**src/rtl/result_reader.sv**
```systemverilog
// Streams a contiguous feature-map BRAM window out over a valid/ready port.
// Define RESULT_READER_CHECKSUM_EN to build the 16-bit running byte-sum output.
module result_reader #(
  parameter int width      = 8,
  parameter int memaddrbit = 20
) (
  input  logic                  clk,
  input  logic                  rst,
  input  logic                  start,
  input  logic [memaddrbit-1:0] base_addr,
  input  logic [15:0]           length,
  output logic                  mem_en,
  output logic [memaddrbit-1:0] mem_addr,
  input  logic [width-1:0]      mem_dout,
  output logic [width-1:0]      out_data,
  output logic                  out_valid,
  input  logic                  out_ready,
  output logic                  busy,
  output logic                  done,
  output logic [7:0]            state,
  output logic [15:0]           checksum
);

  localparam logic [7:0] S_IDLE  = 8'd0;
  localparam logic [7:0] S_READ  = 8'd1;
  localparam logic [7:0] S_DRAIN = 8'd2;
  localparam logic [7:0] S_DONE  = 8'd3;

  logic [7:0]            r_state;
  logic [7:0]            w_next;
  logic [memaddrbit-1:0] r_addr;
  logic [15:0]           r_len;
  logic [15:0]           r_iss;
  logic [15:0]           r_acc;
  logic                  r_infl;
  logic [width-1:0]      r_fifo [2];
  logic                  r_rd;
  logic                  r_wr;
  logic [1:0]            r_cnt;

  logic       w_accept;
  logic       w_valid;
  logic       w_pop;
  logic [2:0] w_occ;
  logic       w_credit;
  logic       w_issue;
  logic [width-1:0] w_head;

  assign w_accept = (r_state == S_IDLE) && start;
  assign w_valid  = (r_cnt != 2'd0);
  assign w_pop    = w_valid && out_ready;
  assign w_head   = w_valid ? r_fifo[r_rd] : '0;

  // Reads in flight hold a FIFO slot until their data lands.
  assign w_occ    = {1'b0, r_cnt} + {2'b00, r_infl};
  assign w_credit = (w_occ < 3'd2) || ((w_occ == 3'd2) && w_pop);
  assign w_issue  = (r_state == S_READ) && (r_iss != r_len) && w_credit;

  always_ff @(posedge clk) begin
    if (rst) r_state <= S_IDLE;
    else     r_state <= w_next;
  end

  always_comb begin
    w_next = r_state;
    unique case (r_state)
      S_IDLE: begin
        if (start) w_next = (length == 16'd0) ? S_DONE : S_READ;
      end
      S_READ: begin
        if (w_issue && (r_iss + 16'd1 == r_len)) w_next = S_DRAIN;
      end
      S_DRAIN: begin
        if (r_acc + {15'd0, w_pop} == r_len) w_next = S_DONE;
      end
      S_DONE:  w_next = S_IDLE;
      default: w_next = S_IDLE;
    endcase
  end

  always_comb begin
    mem_en    = w_issue;
    mem_addr  = r_addr;
    out_valid = w_valid;
    out_data  = w_head;
    busy      = (r_state != S_IDLE);
    done      = (r_state == S_DONE);
    state     = r_state;
  end

  always_ff @(posedge clk) begin
    if (rst) begin
      r_addr    <= '0;
      r_len     <= '0;
      r_iss     <= '0;
      r_acc     <= '0;
      r_infl    <= 1'b0;
      r_rd      <= 1'b0;
      r_wr      <= 1'b0;
      r_cnt     <= '0;
      r_fifo[0] <= '0;
      r_fifo[1] <= '0;
    end else begin
      if (w_accept) begin
        r_addr <= base_addr;
        r_len  <= length;
        r_iss  <= '0;
        r_acc  <= '0;
      end else begin
        if (w_issue) begin
          r_addr <= r_addr + 1'b1;
          r_iss  <= r_iss + 16'd1;
        end
        if (w_pop) r_acc <= r_acc + 16'd1;
      end
      r_infl <= w_issue;
      if (r_infl) begin
        r_fifo[r_wr] <= mem_dout;
        r_wr         <= ~r_wr;
      end
      if (w_pop) r_rd <= ~r_rd;
      r_cnt <= r_cnt + {1'b0, r_infl} - {1'b0, w_pop};
    end
  end

`ifdef RESULT_READER_CHECKSUM_EN
  logic [15:0] r_sum;

  always_ff @(posedge clk) begin
    if (rst)           r_sum <= '0;
    else if (w_accept) r_sum <= '0;
    else if (w_pop)    r_sum <= r_sum + 16'(w_head);
  end

  assign checksum = r_sum;
`else
  assign checksum = 16'd0;
`endif

endmodule
```
**config.mk**
```make
export PLATFORM = sky130hd
export DESIGN_NAME = result_reader
export DESIGN_NICKNAME = d
export VERILOG_FILES = /design/src/rtl/result_reader.sv
export SDC_FILE = /design/constraint.sdc
export NUM_CORES = 1
export LEC_CHECK = 0
export ABC_AREA = 0
export BUFFER_PORTS_ARGS = -buffer_cell sky130_fd_sc_hd__buf_2
export CAP_MARGIN = 30
export CORE_MARGIN = 4
export CORE_UTILIZATION = 45
export DETAILED_ROUTE_END_ITERATION = 7
export GPL_TIMING_DRIVEN = 0
export PLACE_DENSITY = 0.7
export SYNTH_ARGS = -nofsm -noshare
export SYNTH_HDL_FRONTEND = slang
export SYNTH_SLANG_ARGS = --single-unit
```
**constraint.sdc**
```tcl
create_clock -name clk -period 2.6 [get_ports clk]
set_clock_uncertainty 0.05 [all_clocks]
set_input_delay 0.13 -clock clk [delete_from_list [all_inputs] [get_ports clk]]
set_output_delay 0.13 -clock clk [all_outputs]
set_load 0.02 [all_outputs]
```
==> results of run 1 <==
==> repair_timing <==
item | CTS | global route
buffers inserted | 7 | 11
pin swaps | 10 | 20
gates resized for setup | 43 | 39
hold endpoints to repair | 16 | 0
setup endpoints to repair | 23 | 16
hold buffers | 16 | 0
cloned | 0 | 1
==> logic make-up after synthesis <==
logic type | Yosys count | synth area share (%)
adders and majority gates | 15 | 3.45
DFF | 92 | 36.8
AOI/OAI and AO/OA | 84 | 10.8
muxes | 15 | 2.76
buffers and inverters | 73 | 7.36
xor gates and xnor gates | 86 | 13.8
and+or+nand+nor | 267 | 25.0
other | 1 | 0.0689
==> final cells by class <==
type | instances | area [µm²]
fillers | 1013 | 4580
multi-input cells | 489 | 3400
flip-flops and latches | 92 | 2030
repair buffers | 116 | 713
plain buffers | 52 | 340
clock buffers | 11 | 253
well taps | 143 | 179
clock inverters | 5 | 63.8
inverters | 16 | 60.1
==> metal layers <==
layer  vias to the layer above  GRT usage (%)  part of all wire, %
li1                       2429              -                    -
met1                      2305           25.4                   44
met2                       151           33.0                   48
met3                        19           5.38                  6.1
met4                         0           6.15                  1.8
met5                         -              0                    0
==> sequential cells by signal, summed over array words and instances (netlist names), named ones only <==
| signal | flops |
|---|---|
| state | 2 |
| r_acc | 16 |
| r_iss | 16 |
| r_len | 16 |
| r_infl | 1 |
| mem_addr | 20 |
| r_cnt | 2 |
| r_wr | 1 |
| r_fifo | 16 |
| r_rd | 1 |
==> layout by cell type, fill, tap and decap left out, drive strengths merged, types with 11 or more instances in the layout <==
cell	instances
or3	12
mux2i	15
clkbuf	30
nor4	11
and2	20
conb	22
nor2	73
nand2	61
nor3	13
dlygate4sd3	16
o21ai	14
ha	15
nand4	14
a211oi	14
inv	19
a21oi	24
buf	133
dfxtp	76
edfxtp	16
xnor2	42
nand3	26
xor2	44
==> power breakdown <==
group	switching, mW	internal [mW]	leakage [nW]
clock network	0.577	0.810	0.158
logic	1.15	0.857	1.91
registers	0.270	1.69	0.793
total	2.00	3.35	2.86
==> worst min-delay path, delay by kind of cell <==
family,cells,cell delay (ns)
AO/OA/AOI/OAI,1,0.05
AND/OR/NAND/NOR,1,0.09
buffers and inverters,1,0.10
==> final timing paths <==
check               startpoint  slack, ns  depth (start not counted)          end
setup / recovery      r_iss[1]       0.01                          8     state[0]
hold / removal    base_addr[7]       0.01                          3  mem_addr[7]
setup reg to reg      r_iss[1]       0.01                          8     state[0]
hold reg to reg      r_len[11]       0.46                          2    r_len[11]
==> Flow_metrics.wiki, run 1 <==
{| class="wikitable"
! Metric !! Value
|-
| H-tree Lvls || 3
|-
| Final wirelength || 14.2 mm
|-
| Leak pwr || around 2.9 nW
|-
| RSZ-0062 raised after global routing || true
|-
| Critical path's largest stage delay || approximately 0.45 ns
|-
| Total non-filler cell area in the finished layout || slightly above 7000 µm²
|-
| Post-detailed-route via-to-cell ratio || 5.31
|-
| Final critical-path required period || between 2 and 3 ns
|-
| Share of final-layout standard cells stronger than drive strength 1 || a little over a quarter
|-
| Max-slew violation count || 0
|-
| Number of synthesized flops with an enable pin || 16
|-
| Total Die Area || about 14,000 µm²
|-
| Final routed DRC violation total || 0
|-
| Most frequently used flop master after synthesis || sky130_fd_sc_hd__dfxtp_1
|-
| Global-route wire length before repair || 22.8 mm
|-
| Slowest stage cell on the critical path || sky130_fd_sc_hd__o41ai_4
|-
| Port bufs || between 80 and 90
|-
| Clk Tree Root Cell || sky130_fd_sc_hd__clkbuf_16
|-
| Drt pass-1 iters || 5
|-
| Half-perimeter wire length after detailed placement || between 10 and 15 mm
|-
| Worst-case headroom to the max-slew limit || a little over two fifths
|-
| Most common cell in the synthesized netlist || sky130_fd_sc_hd__dfxtp_1
|-
| Endpoints failing setup || 0
|-
| Largest net degree at the start of global routing || 17
|-
| Number of antenna-violating nets in the routed design || 0
|-
| Share of the synthesized area in the top cell type || between 20 and 30%
|-
| Maximum clock frequency || 0.387 GHz
|-
| Initial cell density of the core || roughly 47%
|-
| Top cells by count, synth || sky130_fd_sc_hd__dfxtp_1, sky130_fd_sc_hd__nor2_1, sky130_fd_sc_hd__nand2_1
|-
| Clock edge transition at the registers on the reported setup and hold paths || roughly 0.07 ns
|-
| IO Pins || between 100 and 150
|-
| Dpl cell area || a little over 6000 µm²
|-
| All-layer global routing usage || between 15 and 20%
|-
| Count of routing violations after the opening detailed-route iteration || ~300
|-
| Antenna cell count || 0
|-
| Vias in the first global route || approximately 4,700
|-
| Vertical die dimension || 118 µm
|-
| Cell area after technology mapping || ~5400 µm²
|-
| Setup slack at placement || -0.463 ns
|-
| Post-synthesis sequential element count || just over 90
|-
| Final weighted congestion in routability-driven placement || 0.948
|-
| Post-Layout Cell Count || about 920
|-
| Cell taking the most area after synthesis || sky130_fd_sc_hd__dfxtp_1
|-
| Max Cap Viol || 0
|-
| Startpoint Class || flop
|-
| Placed Cells incl. Taps || around 880
|-
| Number of warnings issued by yosys || 0
|-
| Floorplan die width || 118 µm
|-
| # nets final || 839
|-
| Kind of cell adding the most delay to the critical path || simple AND/OR/NAND/NOR gates
|-
| Antenna violations before repair || 0
|-
| Crit Path Max Fanout || 6
|-
| Share of flip-flops with an asynchronous set or reset after synthesis || 0%
|-
| Synthesized netlist cell count || between 600 and 700
|-
| Tightest hold margin || ~0.013 ns
|-
| Synth-to-layout area growth || 29.3%
|-
| Part of the cycle the worst path needs || 99.5%
|-
| Portion of the post-synthesis area used by sequential elements || between 30% and 40%
|-
| WP buf/inv || 1
|-
| Via count || slightly below 5,000
|-
| Tot Pwr || approximately 5.4 mW
|-
| Power Dens Cells || roughly 760 nW/µm²
|-
| Outcome || finished, final reports clean
|-
| Required time at the worst-slack endpoint || between 2 and 3 ns
|-
| Max Buffers Root-to-Sink || 2
|-
| Std cell rows || 39
|-
| Placeable core area || roughly 12,000 µm²
|-
| Total negative slack || 0 ns
|-
| WL/cell || ~15 µm
|-
| Worst-Margin Slew || ~0.85 ns
|-
| Overflow left after global routing || 0
|-
| TritonCTS sink count || 92
|-
| Worst Path Arrival || ~2.8 ns
|-
| Clock latency on the worst-skew pair || roughly 0.35 ns
|-
| Number of distinct library cell variants in the gate-level netlist after synthesis || slightly above 60
|-
| Worst path cell trace || buf_6 > nand3_4 > or3_4 > o31a_1 > or4_4 > o41ai_4 > and2_4 > a311oi_2
|-
| Biggest area contributors in the synthesized netlist || sky130_fd_sc_hd__dfxtp_1, sky130_fd_sc_hd__edfxtp_1, sky130_fd_sc_hd__xor2_1, sky130_fd_sc_hd__xnor2_1, sky130_fd_sc_hd__nor2_1
|-
| Fin util || around three fifths
|-
| CTS buffer count || 9
|-
| Worst supply voltage drop on vdd || between 0.6 and 0.7 mV
|-
| Critical Path Sink Type || flop
|-
| Final count of hold timing violations || 0
|-
| Startpoint-to-endpoint class of the critical path || flop to flop
|-
| CTS tree || built
|-
| Setup WS post-layout || between 0.01 and 0.015 ns
|-
| Syn Area/Cell || ~8.6 µm²
|-
| Class of the tightest hold or removal check || input pin to flop
|}
Power figures use the tool's default switching activity.
==> run 2, diff against run 1 <==
Settings changed: ABC_CLOCK_PERIOD_IN_PS set to 2600, CORE_MARGIN 4 to 5.
==> Flow_metrics.wiki, run 2 (synthesis gave the netlist of run 1 again) <==
{| class="wikitable"
! Metric !! Value
|-
| Crit Path Max Fanout || 5 (-1)
|-
| Dpl cell area || 6130 µm² (about the same)
|-
| Class of the tightest hold or removal check || input pin to flop
|-
| Clock latency on the worst-skew pair || 0.35 ns (about the same)
|-
| Worst-Margin Slew || 0.861 ns (+0.00746 ns)
|-
| Outcome || finished with violations
|-
| Fin util || 58.8% (-1.8 points)
|-
| Startpoint-to-endpoint class of the critical path || flop to flop
|-
| FILL cells || 1,055 (+4.1%)
|-
| Placeable core area || 11,900 µm² (+2.6%)
|-
| Number of antenna-violating nets in the routed design || 0 (unchanged)
|-
| Final wirelength || 14.6 mm (+2.5%)
|-
| Max Buffers Root-to-Sink || 2 (unchanged)
|-
| Floorplan die width || 120 µm (+1.7%)
|-
| TritonCTS sink count || 92 (unchanged)
|-
| Setup WS post-layout || -0.0275 ns (-0.0405 ns)
|-
| Share of final-layout standard cells stronger than drive strength 1 || 26.9% (-0.51 points)
|-
| Port bufs || 81 (unchanged)
|-
| Post-Layout Cell Count || 928 (+0.43%)
|-
| Total non-filler cell area in the finished layout || 7000 µm² (-0.55%)
|-
| Violated checks || negative setup slack
|-
| Flip-flop count of the largest register, all copies and words added || 20 (unchanged)
|-
| Startpoint Class || flop
|-
| H-tree Lvls || 3 (unchanged)
|-
| Antenna cell count || 0 (unchanged)
|-
| Worst Path Arrival || 2.80 ns (+0.04 ns)
|-
| Max-slew violation count || 0 (unchanged)
|-
| Half-perimeter wire length after detailed placement || 10.7 mm (+1.9%)
|-
| Kind of cell adding the most delay to the critical path || simple AND/OR/NAND/NOR gates
|-
| Slowest stage cell on the critical path || sky130_fd_sc_hd__or4_4
|-
| Overflow left after global routing || 0 (unchanged)
|-
| Final routed DRC violation total || 0 (unchanged)
|-
| Final count of hold timing violations || 0 (unchanged)
|-
| CTS tree || built
|-
| RSZ-0062 raised after global routing || true
|-
| Via count || 4,962 (+1.2%)
|-
| Drt pass-1 iters || 5 (unchanged)
|-
| Required time at the worst-slack endpoint || 2.77 ns (about the same)
|-
| Worst path cell trace || buf_6 > nand3_4 > or3_4 > o31a_1 > or4_4 > o41ai_4 > and2_4 > a311oi_2
|-
| Clock power share || 25.3% (-0.6 points)
|-
| Global-route wire length before repair || 23.1 mm (+1.2%)
|-
| Placed Cells incl. Taps || 882 (+0.46%)
|-
| Vias in the first global route || 4,850 (+3.4%)
|-
| Clk Tree Root Cell || sky130_fd_sc_hd__clkbuf_16
|-
| Post-detailed-route via-to-cell ratio || 5.35 (+0.75%)
|-
| Final weighted congestion in routability-driven placement || 0.903 (-4.7%)
|-
| # nets final || 839 (unchanged)
|-
| Leak pwr || 2.90 nW (+1.4%)
|-
| Endpoints failing setup || 2 (+2)
|-
| Clock edge transition at the registers on the reported setup and hold paths || 0.07 ns (about the same)
|-
| Synth-to-layout area growth || 28.6%
|-
| Worst supply voltage drop on vdd || 0.683 mV (+5.5%)
|-
| Vertical die dimension || 120 µm (+1.7%)
|-
| WP buf/inv || 1 (unchanged)
|-
| Power Dens Cells || 756 nW/µm² (-0.63%)
|-
| Combinational power share || 37.8% (+0.3 points)
|-
| Net switching fraction of the power || 37.6% (+0.25 points)
|-
| Largest net degree at the start of global routing || 16 (-1)
|-
| Internal power || 3.30 mW (-1.6%)
|-
| IO Pins || 104 (unchanged)
|-
| Part of the cycle the worst path needs || 101% (+1.6 points)
|-
| WL/cell || 15.7 µm (+2.0%)
|-
| Std cell rows || 40 (+2.6%)
|-
| Switching power || 1.99 mW (-0.53%)
|-
| Critical path's largest stage delay || 0.53 ns (+0.08 ns)
|-
| Worst-case headroom to the max-slew limit || 42.5% (-0.50 points)
|-
| Max Cap Viol || 0 (unchanged)
|-
| Sequential power share || 36.9% (+0.3 points)
|-
| Commonest cells after routing, fill and taps aside || sky130_fd_sc_hd__buf_2, sky130_fd_sc_hd__nor2_1, sky130_fd_sc_hd__dfxtp_1
|-
| Initial cell density of the core || 45.7% (-1.2 points)
|-
| Total Die Area || 14,400 µm² (+3.4%)
|-
| Final critical-path required period || 2.63 ns (+0.0405 ns)
|-
| Critical Path Sink Type || flop
|-
| CTS buffer count || 9 (unchanged)
|-
| Count of routing violations after the opening detailed-route iteration || 295 (unchanged)
|-
| Most common library cell in the layout ignoring fill and taps || sky130_fd_sc_hd__buf_2
|-
| Antenna violations before repair || 1 (+1)
|-
| All-layer global routing usage || 19.9% (-0.11 points)
|-
| Maximum clock frequency || 0.381 GHz (-1.5%)
|}
-- run 2: cell types whose count changed in the layout (fill, tap and decap cells not counted), moves of 2 or more --
cell,change
sky130_fd_sc_hd__a211oi_1,+2
sky130_fd_sc_hd__dfxtp_4,-2
sky130_fd_sc_hd__a211oi_2,-2
sky130_fd_sc_hd__buf_4,+2
sky130_fd_sc_hd__nor3b_4,+3
sky130_fd_sc_hd__nand3_4,-2
sky130_fd_sc_hd__clkinvlp_4,+2
sky130_fd_sc_hd__nor3b_2,-3
-- run 2: final cells by class --
class                      instances  area [µm²]  area share (%)
inverter                          16        60.1           0.858
clock inverter                     5        58.8           0.840
sequential                        92        2020            28.9
multi-input combinational        489        3370            48.1
tap                              147         184            2.63
buffer                            53         364            5.20
timing repair buffer             115         702            10.0
clock buffer                      11         243            3.47
-- run 2: path summary, 6_finish.rpt --
path	cells after the start	to	slack (ns)	from
min reg2reg	2	r_len[11]	0.47	r_len[11]
max	8	state[0]	-0.03	r_iss[2]
max reg2reg	8	state[0]	-0.03	r_iss[2]
min	2	r_fifo[0][2]	0.02	mem_dout[2]
-- run 2: metrics by stage --
step / power (mW) / hold slack [ns] / worst slack, ns / setup TNS, ns
2_1_floorplan: 3.19 / 0.216 / 0.000420 / 0
3_3_place_gp: 3.68 / 0.336 / -0.315 / -1.50
3_5_place_dp: 3.74 / 0.337 / -0.363 / -3.11
4_1_cts: 5.23 / 0.00441 / -0.0270 / -0.0427
5_1_grt: 5.58 / 0.0121 / -0.139 / -0.463
6_report: 5.29 / 0.0184 / -0.0275 / -0.0359
-- run 2: routing by layer --
metal	track usage (%)	part of all wire (%)
met2	33.3	49
met3	6.55	6.3
met1	24.3	43
met5	0	0.048
met4	5.73	1.7
-- run 2: power by group through the flow --
stage	logic, mW	clock network [mW]	registers [mW]
after floorplan	1.18	0	2.02
after global placement	1.73	0	1.95
after detailed placement	1.79	0	1.95
after CTS	1.92	1.37	1.94
after global routing	2.17	1.44	1.98
final	2.00	1.34	1.95
-- run 2: timing repair --
action | 4_1_cts | 5_1_grt
resized for setup | 43 | 31
endpoints found under the hold margin | 15 | 0
hold buffers | 15 | 0
pin swaps | 11 | 15
setup buffers | 10 | 9
endpoints found under the setup margin | 20 | 17
==> run 3, diff against run 2 <==
Settings changed: REMOVE_ABC_BUFFERS set to 1.
==> Flow_metrics.wiki, run 3 (synthesis gave the netlist of run 1 again) <==
{| class="wikitable"
! Metric !! Value
|-
| Share of final-layout standard cells stronger than drive strength 1 || 25.7% (-1.2 points)
|-
| Antenna cell count || 0 (unchanged)
|-
| Drt pass-1 iters || 5 (unchanged)
|-
| Count of routing violations after the opening detailed-route iteration || 232 (-21%)
|-
| Clock latency on the worst-skew pair || 0.34 ns (about the same)
|-
| Power Dens Cells || 770 nW/µm² (+1.9%)
|-
| WL/cell || 16.0 µm (+1.6%)
|-
| Setup slack at placement || -0.680 ns (-0.317 ns)
|-
| Register-to-Register Path Depth || 8 (unchanged)
|-
| Part of the cycle the worst path needs || 101% (+0.26 points)
|-
| Final count of hold timing violations || 0 (unchanged)
|-
| Area of combinational cells with multiple inputs || 3400 µm² (+0.93%)
|-
| Class of the tightest hold or removal check || input pin to flop
|-
| H-tree Lvls || 3 (unchanged)
|-
| Largest net degree at the start of global routing || 51 (+35)
|-
| Tot Pwr || 5.14 mW (-2.9%)
|-
| Max-slew violation count || 0 (unchanged)
|-
| Startpoint Class || flop
|-
| Overflow left after global routing || 0 (unchanged)
|-
| Uppermost layer routed || met4
|-
| CTS tree || built
|-
| Worst-Margin Slew || 0.946 ns (+0.0854 ns)
|-
| Std cell rows || 40 (unchanged)
|-
| Clock edge transition at the registers on the reported setup and hold paths || 0.06 ns (about the same)
|-
| Outcome || finished with violations
|-
| Worst path cell trace || nand2_4 > or3_4 > o31a_1 > or4_4 > o41ai_4 > buf_4 > and2_4 > a311oi_2
|-
| Leak pwr || 2.69 nW (-7.3%)
|-
| Detailed route wirelength on metal3 || 830 µm (-10%)
|-
| Endpoints failing setup || 1 (-1)
|-
| Final wirelength || 13.9 mm (-4.6%)
|-
| Maximum clock frequency || 0.380 GHz (-0.25%)
|-
| Final weighted congestion in routability-driven placement || 0.884 (-2.1%)
|-
| Vertical die dimension || 120 µm (unchanged)
|-
| Violated checks || negative setup slack
|-
| Total negative slack || -0.0341 ns (+0.00180 ns)
|-
| Final routed DRC violation total || 0 (unchanged)
|-
| Critical path's largest stage delay || 0.54 ns (about the same)
|-
| Startpoint-to-endpoint class of the critical path || flop to flop
|-
| Max Cap Viol || 0 (unchanged)
|-
| Register-to-register setup slack || -0.03 ns (about the same)
|-
| Reg2reg start || r_iss[3]
|-
| WL met1 || 6.00 mm (-3.9%)
|-
| Antenna violations before repair || 0 (-1)
|-
| Post-Layout Cell Count || 872 (-6.0%)
|-
| Total Die Area || 14,400 µm² (unchanged)
|-
| Post-detailed-route via-to-cell ratio || 5.49 (+2.6%)
|-
| Worst Path Arrival || 2.77 ns (-0.03 ns)
|-
| Most common library cell in the layout ignoring fill and taps || sky130_fd_sc_hd__buf_2
|-
| Initial cell density of the core || 45.7% (unchanged)
|-
| Placed Cells incl. Taps || 827 (-6.2%)
|-
| DR WL met2 || 6.86 mm (-4.2%)
|-
| RR Endpoint || state[0]
|-
| Start point of the worst min-delay path || length[6]
|-
| IO Pins || 104 (unchanged)
|-
| Required time at the worst-slack endpoint || 2.73 ns (-0.04 ns)
|-
| All-layer global routing usage || 18.5% (-1.4 points)
|-
| Worst Hold Path Cells || 3 (+1)
|-
| Half-perimeter wire length after detailed placement || 9.68 mm (-9.8%)
|-
| # nets final || 784 (-6.6%)
|-
| Final critical-path required period || 2.63 ns (+0.00663 ns)
|-
| TritonCTS sink count || 92 (unchanged)
|-
| Clk Tree Root Cell || sky130_fd_sc_hd__clkbuf_16
|-
| Port bufs || 81 (unchanged)
|-
| Total non-filler cell area in the finished layout || 6670 µm² (-4.7%)
|-
| Tightest hold margin || 0.00582 ns (-0.0126 ns)
|-
| Critical Path Sink Type || flop
|-
| Crit Path Max Fanout || 6 (+1)
|-
| Worst-case headroom to the max-slew limit || 36.9% (-5.6 points)
|-
| Max Buffers Root-to-Sink || 2 (unchanged)
|-
| Commonest cells after routing, fill and taps aside || sky130_fd_sc_hd__buf_2, sky130_fd_sc_hd__nor2_1, sky130_fd_sc_hd__dfxtp_1
|-
| Flip-flop count of the largest register, all copies and words added || 20 (unchanged)
|-
| Slowest stage cell on the critical path || sky130_fd_sc_hd__or4_4
|-
| RSZ-0062 raised after global routing || true
|-
| Number of antenna-violating nets in the routed design || 0 (unchanged)
|-
| Dpl cell area || 5810 µm² (-5.1%)
|-
| Worst supply voltage drop on vdd || 0.379 mV (-44%)
|-
| Synth-to-layout area growth || 22.5%
|-
| Placeable core area || 11,900 µm² (unchanged)
|-
| Global-route wire length before repair || 22.0 mm (-4.6%)
|-
| Via count || 4,784 (-3.6%)
|-
| Worst min-delay path endpoint || r_len[6]
|-
| Seq. cell area || 2060 µm² (+1.9%)
|-
| Floorplan die width || 120 µm (unchanged)
|-
| Setup WS post-layout || -0.0341 ns (-0.00663 ns)
|-
| CTS buffer count || 9 (unchanged)
|-
| FILL cells || 1,033 (-2.1%)
|-
| Fin util || 56.0% (-2.8 points)
|-
| Vias in the first global route || 4,601 (-5.1%)
|}
-- run 3: timing repair --
action,4_1_cts,5_1_grt
buffers inserted,9,12
endpoints found under the setup margin,28,32
gates cloned,0,1
endpoints found under the hold margin,8,0
pin swaps,5,20
hold buffers,8,0
gates resized for setup,51,39
-- run 3: how the worst max path moves through the flow --
stage | startpoint | end | slack, ns | cells after the start
6_report | r_iss[3] | state[0] | -0.03 | 8
5_1_grt | r_infl | mem_addr[13] | -0.09 | 12
4_1_cts | r_iss[1] | state[0] | -0.02 | 7
3_5_place_dp | r_infl | state[0] | -0.68 | 10
3_3_place_gp | state[0] | r_acc[6] | -1.16 | 5
2_1_floorplan | state[0] | r_acc[11] | -0.31 | 5
-- run 3: layout make-up --
class,instances,area share (%)
Multi-Input combinational cell,490,51.0
Timing Repair Buffer,112,10.3
Clock inverter,3,0.601
Sequential cell,92,30.9
Tap cell,147,2.76
Clock buffer,12,3.55
Inverter,16,0.901
-- run 3: report_power, final --
group / internal (mW) / switching (mW) / total, mW / leakage [nW]
Clock: 0.738 / 0.525 / 1.26 / 0.136
Combinational: 0.798 / 1.09 / 1.89 / 1.75
Sequential: 1.69 / 0.296 / 1.98 / 0.799
Total: 3.22 / 1.91 / 5.14 / 2.69
-- run 3: layer usage --
| layer | GRT usage [%] | vias up |
|---|---|---|
| li1 | - | 2326 |
| met1 | 24.2 | 2280 |
| met2 | 30.5 | 159 |
| met3 | 3.77 | 19 |
| met4 | 6.08 | 0 |
| met5 | 0 | - |
-- run 3: critical path, delay by kind of cell (launching register included) --
kind / cells / cell delay [ns]
simple gates: 4 / 1.14
buf+inv: 1 / 0.18
flops: 1 / 0.41
compound gates: 3 / 0.71
